--- config.mk ---
export PLATFORM = sky130hd
export DESIGN_NAME = nibble_serial_add_ctrl
export DESIGN_NICKNAME = d
export VERILOG_FILES = /design/src/rtl/nibble_serial_add_ctrl.sv
export SDC_FILE = /design/constraint.sdc
export NUM_CORES = 1
export LEC_CHECK = 0
export ABC_AREA = 1
export CAP_MARGIN = 20
export CORE_ASPECT_RATIO = 0.5
export CORE_MARGIN = 2
export CORE_UTILIZATION = 45
export CTS_BUF_LIST = sky130_fd_sc_hd__clkbuf_4 sky130_fd_sc_hd__clkbuf_8
export DETAILED_ROUTE_END_ITERATION = 7
export DONT_BUFFER_PORTS = 1
export GPL_ROUTABILITY_DRIVEN = 0
export MAX_ROUTING_LAYER = met4
export PLACE_DENSITY = 0.59
export SETUP_SLACK_MARGIN = 0.02
export SLEW_MARGIN = 20
export SYNTH_ARGS = -nofsm -noshare
export SYNTH_HDL_FRONTEND = slang
export SYNTH_SLANG_ARGS = --single-unit
--- constraint.sdc ---
create_clock -name clk -period 2.39 [get_ports clk]
set_input_delay 0.478 -clock clk [delete_from_list [all_inputs] [get_ports clk]]
set_output_delay 0.478 -clock clk [all_outputs]
set_load 0.02 [all_outputs]
--- src/rtl/nibble_serial_add_ctrl.sv ---
// Nibble-serial add sequencer driving an external 4-bit adder, LS nibble first.
// Optional signed-overflow flag output enabled by `define ADD_OVF_FLAG_EN.
module nibble_serial_add_ctrl #(
    parameter int unsigned NIBBLES = 4
) (
    input  logic                 clk,
    input  logic                 reset,
    input  logic                 start,
    input  logic [4*NIBBLES-1:0] op_a,
    input  logic [4*NIBBLES-1:0] op_b,
    input  logic                 cin,
    output logic                 busy,
    output logic                 done,
    output logic [4*NIBBLES-1:0] sum,
    output logic                 cout,
`ifdef ADD_OVF_FLAG_EN
    output logic                 ovf,
`endif
    output logic [3:0]           add_a,
    output logic [3:0]           add_b,
    output logic                 add_ci,
    input  logic [3:0]           add_s,
    input  logic                 add_co
);

    localparam int unsigned W  = 4 * NIBBLES;
    localparam int unsigned IW = (NIBBLES > 1) ? $clog2(NIBBLES) : 1;
    localparam logic [IW-1:0] LAST_IDX = IW'(NIBBLES - 1);

    typedef enum logic [1:0] {
        IDLE = 2'd0,
        RUN  = 2'd1,
        DONE = 2'd2
    } state_t;

    state_t        state;
    state_t        state_next;
    logic [IW-1:0] idx;
    logic          carry;
    logic [W-1:0]  partial;
    logic [W-1:0]  partial_next;
    logic [W-1:0]  a_q;
    logic [W-1:0]  b_q;
    logic          accept;
    logic          last;

    assign accept = start && (state != RUN);
    assign last   = (idx == LAST_IDX);

    // State register
    always_ff @(posedge clk) begin
        if (reset) begin
            state <= IDLE;
        end else begin
            state <= state_next;
        end
    end

    // Next-state logic
    always_comb begin
        state_next = state;
        case (state)
            IDLE:    if (start) state_next = RUN;
            RUN:     if (last)  state_next = DONE;
            DONE:    state_next = start ? RUN : IDLE;
            default: state_next = IDLE;
        endcase
    end

    // Output decode; adder inputs are held at zero outside RUN
    always_comb begin
        busy   = 1'b0;
        done   = 1'b0;
        add_a  = 4'd0;
        add_b  = 4'd0;
        add_ci = 1'b0;
        case (state)
            RUN: begin
                busy   = 1'b1;
                add_a  = 4'(a_q >> {idx, 2'b00});
                add_b  = 4'(b_q >> {idx, 2'b00});
                add_ci = carry;
            end
            DONE:    done = 1'b1;
            default: ;
        endcase
    end

    // Partial sum with the current nibble merged in, used on the completion edge
    always_comb begin
        partial_next = partial;
        partial_next[{idx, 2'b00} +: 4] = add_s;
    end

    always_ff @(posedge clk) begin
        if (reset) begin
            idx     <= '0;
            carry   <= 1'b0;
            partial <= '0;
            a_q     <= '0;
            b_q     <= '0;
            sum     <= '0;
            cout    <= 1'b0;
`ifdef ADD_OVF_FLAG_EN
            ovf     <= 1'b0;
`endif
        end else if (accept) begin
            a_q   <= op_a;
            b_q   <= op_b;
            carry <= cin;
            idx   <= '0;
        end else if (state == RUN) begin
            partial <= partial_next;
            carry   <= add_co;
            if (last) begin
                sum  <= partial_next;
                cout <= add_co;
`ifdef ADD_OVF_FLAG_EN
                ovf  <= (a_q[W-1] == b_q[W-1]) && (partial_next[W-1] != a_q[W-1]);
`endif
            end else begin
                idx <= idx + IW'(1);
            end
        end
    end

endmodule

==> run summary <==
After clock tree synthesis, the clock-pin slew on the worst setup and hold paths is 0.07 ns. Synthesized-area fraction occupied by and/or/nand/nor cells: 0.320. Setup repair after global routing left no endpoint under its margin. The run gives 69 as the total I/O pin count.

In this run the post-CTS setup repair buffer count came out at 0. The synthesis warning total was 0. The tools report the standard-cell row count as 22. The core box area is 7240 um2, and the setup slack at placement is 0.526 ns. The area overhead of the layout relative to synthesis was 6.81%.

The final layout contains routed wiring with a total length of 7430 um. The delay of the slowest critical-path stage works out to 0.43 ns. The tools report the largest buffer count on any clock path as 2.

Part of the cycle the worst path needs: 0.911. The final layout contains 543 nets. The cell area that synthesis handed to floorplanning was 3320 um2.

The tools report the root buffer selected by CTS as clkbuf_8. The maximum net fanout on the critical path was 17. Number of port buffers: 0. Summed over all nets, the switching power comes to 0.000664 W.

Critical path launch point type: a register. The min-delay analysis places its worst path in the category in2reg. For the number of detailed-routing iterations run before antenna repair, the log shows 5. Kind of critical path: reg2out. Initial core utilization: 0.459. The logs give 0.435 for the headroom to the max-slew limit and 0 for the number of antenna repair diodes. The static leakage is 1.65 nW.

IR analysis of the VDD net gives a maximum drop of 0.329 mV. The HPWL after detailed placement is 5150 um. For the number of fill cells in the layout, the log shows 775. The tools report the max-cap violation count as 0. The clock period could shrink to 2.18 ns.

After synthesis, the largest family of logic cells by area is simple AND/OR/NAND/NOR gates. The share of Yosys cell area claimed by the top area cell type is 0.422. Cell internal power was estimated by the tool at 0.00189 W. The layout cell share with drive strength beyond 1 is 0.0579, and the vias per cell is 4.77. The number of cells on the worst reg-to-reg path is 6. The logs give 0 for the count of instances resized after the clock tree is built and 0 for the total DRC errors in the routed layout.

The area fraction in compound gates after synthesis came out at 0.117. For the violation count after the first detailed-routing iteration, the log shows 275. After technology mapping, the gate count stands at 503. The final count of hold timing violations is 0. The clock drives 70 sinks. The worst hold path cell count came out at 1. Derived from the worst setup path, the maximum achievable clock frequency is 460 MHz. The post-detailed-route count of antenna-violating nets was 0; the switching share of total power was 0.260. The run finished with clean final reports.

In this run the number of H-tree levels came out at 3. Adding up every negative setup slack in the final design gives 0 ns. The XOR/XNOR share of the synthesized area is 0. The overflow left after global routing is 0. The total count of max-transition violations in the final report was 0. The fraction of the mapped netlist area in adder cells came out at 0.0226. The signal on the critical path passes through buf_4, clkinv_1, buf_4, o21ai_0, a21oi_1.

The sequential fraction of the synthesis area was 0.422. The worst setup path is captured at an output pin. Setup violations remaining at the end of the flow were counted as 0. The global-route usage over all layers was 0.202; the part of the total power dissipated in combinational logic was 0.118. For the pin with the worst max-slew slack, the measured transition is 0.846 ns. The later pin in the worst-skew pair is clocked with a latency of 0.34 ns. STA puts the critical path data required time at 1.91 ns. In the final routed layout, each cell accounts on average for 12.4 um.

Detailed routing inserted a total of 2847 vias. Counting every net in the synthesized netlist gives 550. The initial antenna violation count was 0; the power per standard cell area was 719 nW/um2. The post-synthesis area per instance is 6.61 um2, and the die area is 8130 um2. The number of buffers created by CTS came out at 9. The post-layout instance area was 3550 um2. The clock skew is 0.00422 ns.

TritonCTS built the clock tree. The floorplan step set the die height to 64.8 um. For the portion of total power attributed to the clock network, the log shows 0.381. Power consumption: 0.00255 W. Post-route worst setup slack: 0.214 ns. The largest net degree at the start of global routing came out at 37.

The run gives 0.501 as the share of total power in sequential cells. The via count of the first global-routing pass was 2524; the number of distinct library cell variants in the gate-level netlist after synthesis was 21. The first-pass GRT wire length was 12400 um. After synthesis, the cell types taking the most area are dfxtp_1, nor2_1, nand2_1. For the worst setup path, the data arrival time is 1.70 ns. The instance area after placement was 3350 um2.

Largest area contributor in the synthesized netlist: dfxtp_1. In this run the horizontal extent of the chip is 126 um. In this run, synthesis produced a sequential element count of 70.

Library cell contributing the largest single delay on the critical path: a21oi_1. In this run, post-CTS hold repair placed 0 buffers. The mux contribution to synthesized area is 0. The cell type with the highest occurrence count on the critical path was buf_4.
state kept, by name, summed over array words and instances, names as in the netlist:
register	flops
sum	16
partial	16
carry	1
state	2
b_q	16
a_q	16
idx	2
cout	1
metal layers:
metal,part of all wire,vias to the layer above,track usage
met5,0,-,-
met4,0.0031,0,0.0542
met3,0.072,2,0.0702
met2,0.44,70,0.291
met1,0.48,1226,0.269
li1,-,1549,-
worst max-delay path, delay by kind of cell (launching register included):
kind                   cells  cell delay, ns
AO/OA/AOI/OAI              2            0.56
buffers and inverters      3            0.48
flip-flops                 1            0.31
cells by family after synthesis:
| logic type | after synthesis |
|---|---|
| buffers and inverters | 91 |
| DFF | 70 |
| and+or+nand+nor | 258 |
| AOI/OAI and AO/OA | 78 |
| adders and majority gates | 6 |
Yosys cell counts (all sizes together):
cell type,instances
dfxtp,70
clkinv,2
clkbuf,7
nand3,35
nand3b,2
a21oi,28
nand2,76
ha,6
nand4,4
buf,16
inv,66
o21ai,50
nor2,141
cell type report:
class,instances,area (um2),area share
multi-input combinational,342,1530,0.431
clock inverter,4,45.0,0.0127
clock buffer,12,159,0.0448
timing repair buffer,5,37.5,0.0106
sequential,70,1400,0.395
inverter,68,258,0.0726
tap,96,120,0.0338
path summary, 6_finish.rpt:
check / startpoint / endpoint / slack, ns
hold / removal: reset / state[0] / 0.20
hold reg to reg: b_q[13] / b_q[13] / 0.48
setup / recovery: idx[0] / add_b[2] / 0.21
setup reg to reg: state[1] / carry / 0.58
cell usage in the layout, fill, tap and decap left out:
cell       count
a21oi_1       28
buf_4          5
bufinv_16      1
clkbuf_4       1
clkbuf_8      11
clkinv_1       2
clkinv_2       3
dfxtp_1       70
ha_1           6
inv_1         62
inv_2          3
inv_4          1
nand2_1       73
nand2_2        1
nand2_4        2
nand3_1       35
nand3b_1       2
nand4_1        4
nor2_1       140
nor2_8         1
o21ai_0       50
power groups by stage:
stage | clock, W | sequential [W] | combinational (W)
global route | 0.00106 | 0.00129 | 0.000356
global placement | 0 | 0.00131 | 0.000301
detailed placement | 0 | 0.00131 | 0.000304
CTS | 0.00101 | 0.00128 | 0.000306
floorplan | 0 | 0.00130 | 0.000269
finish | 0.000971 | 0.00128 | 0.000302
per-stage QoR:
step                hold slack (ns)   util  instances
finish                        0.201  0.490        597
CTS                           0.173  0.490        597
floorplan                     0.449      -        503
global route                  0.172  0.490        597
detailed placement            0.469  0.462        581
global placement              0.463  0.462        581
(Power assumes the default switching activity.)
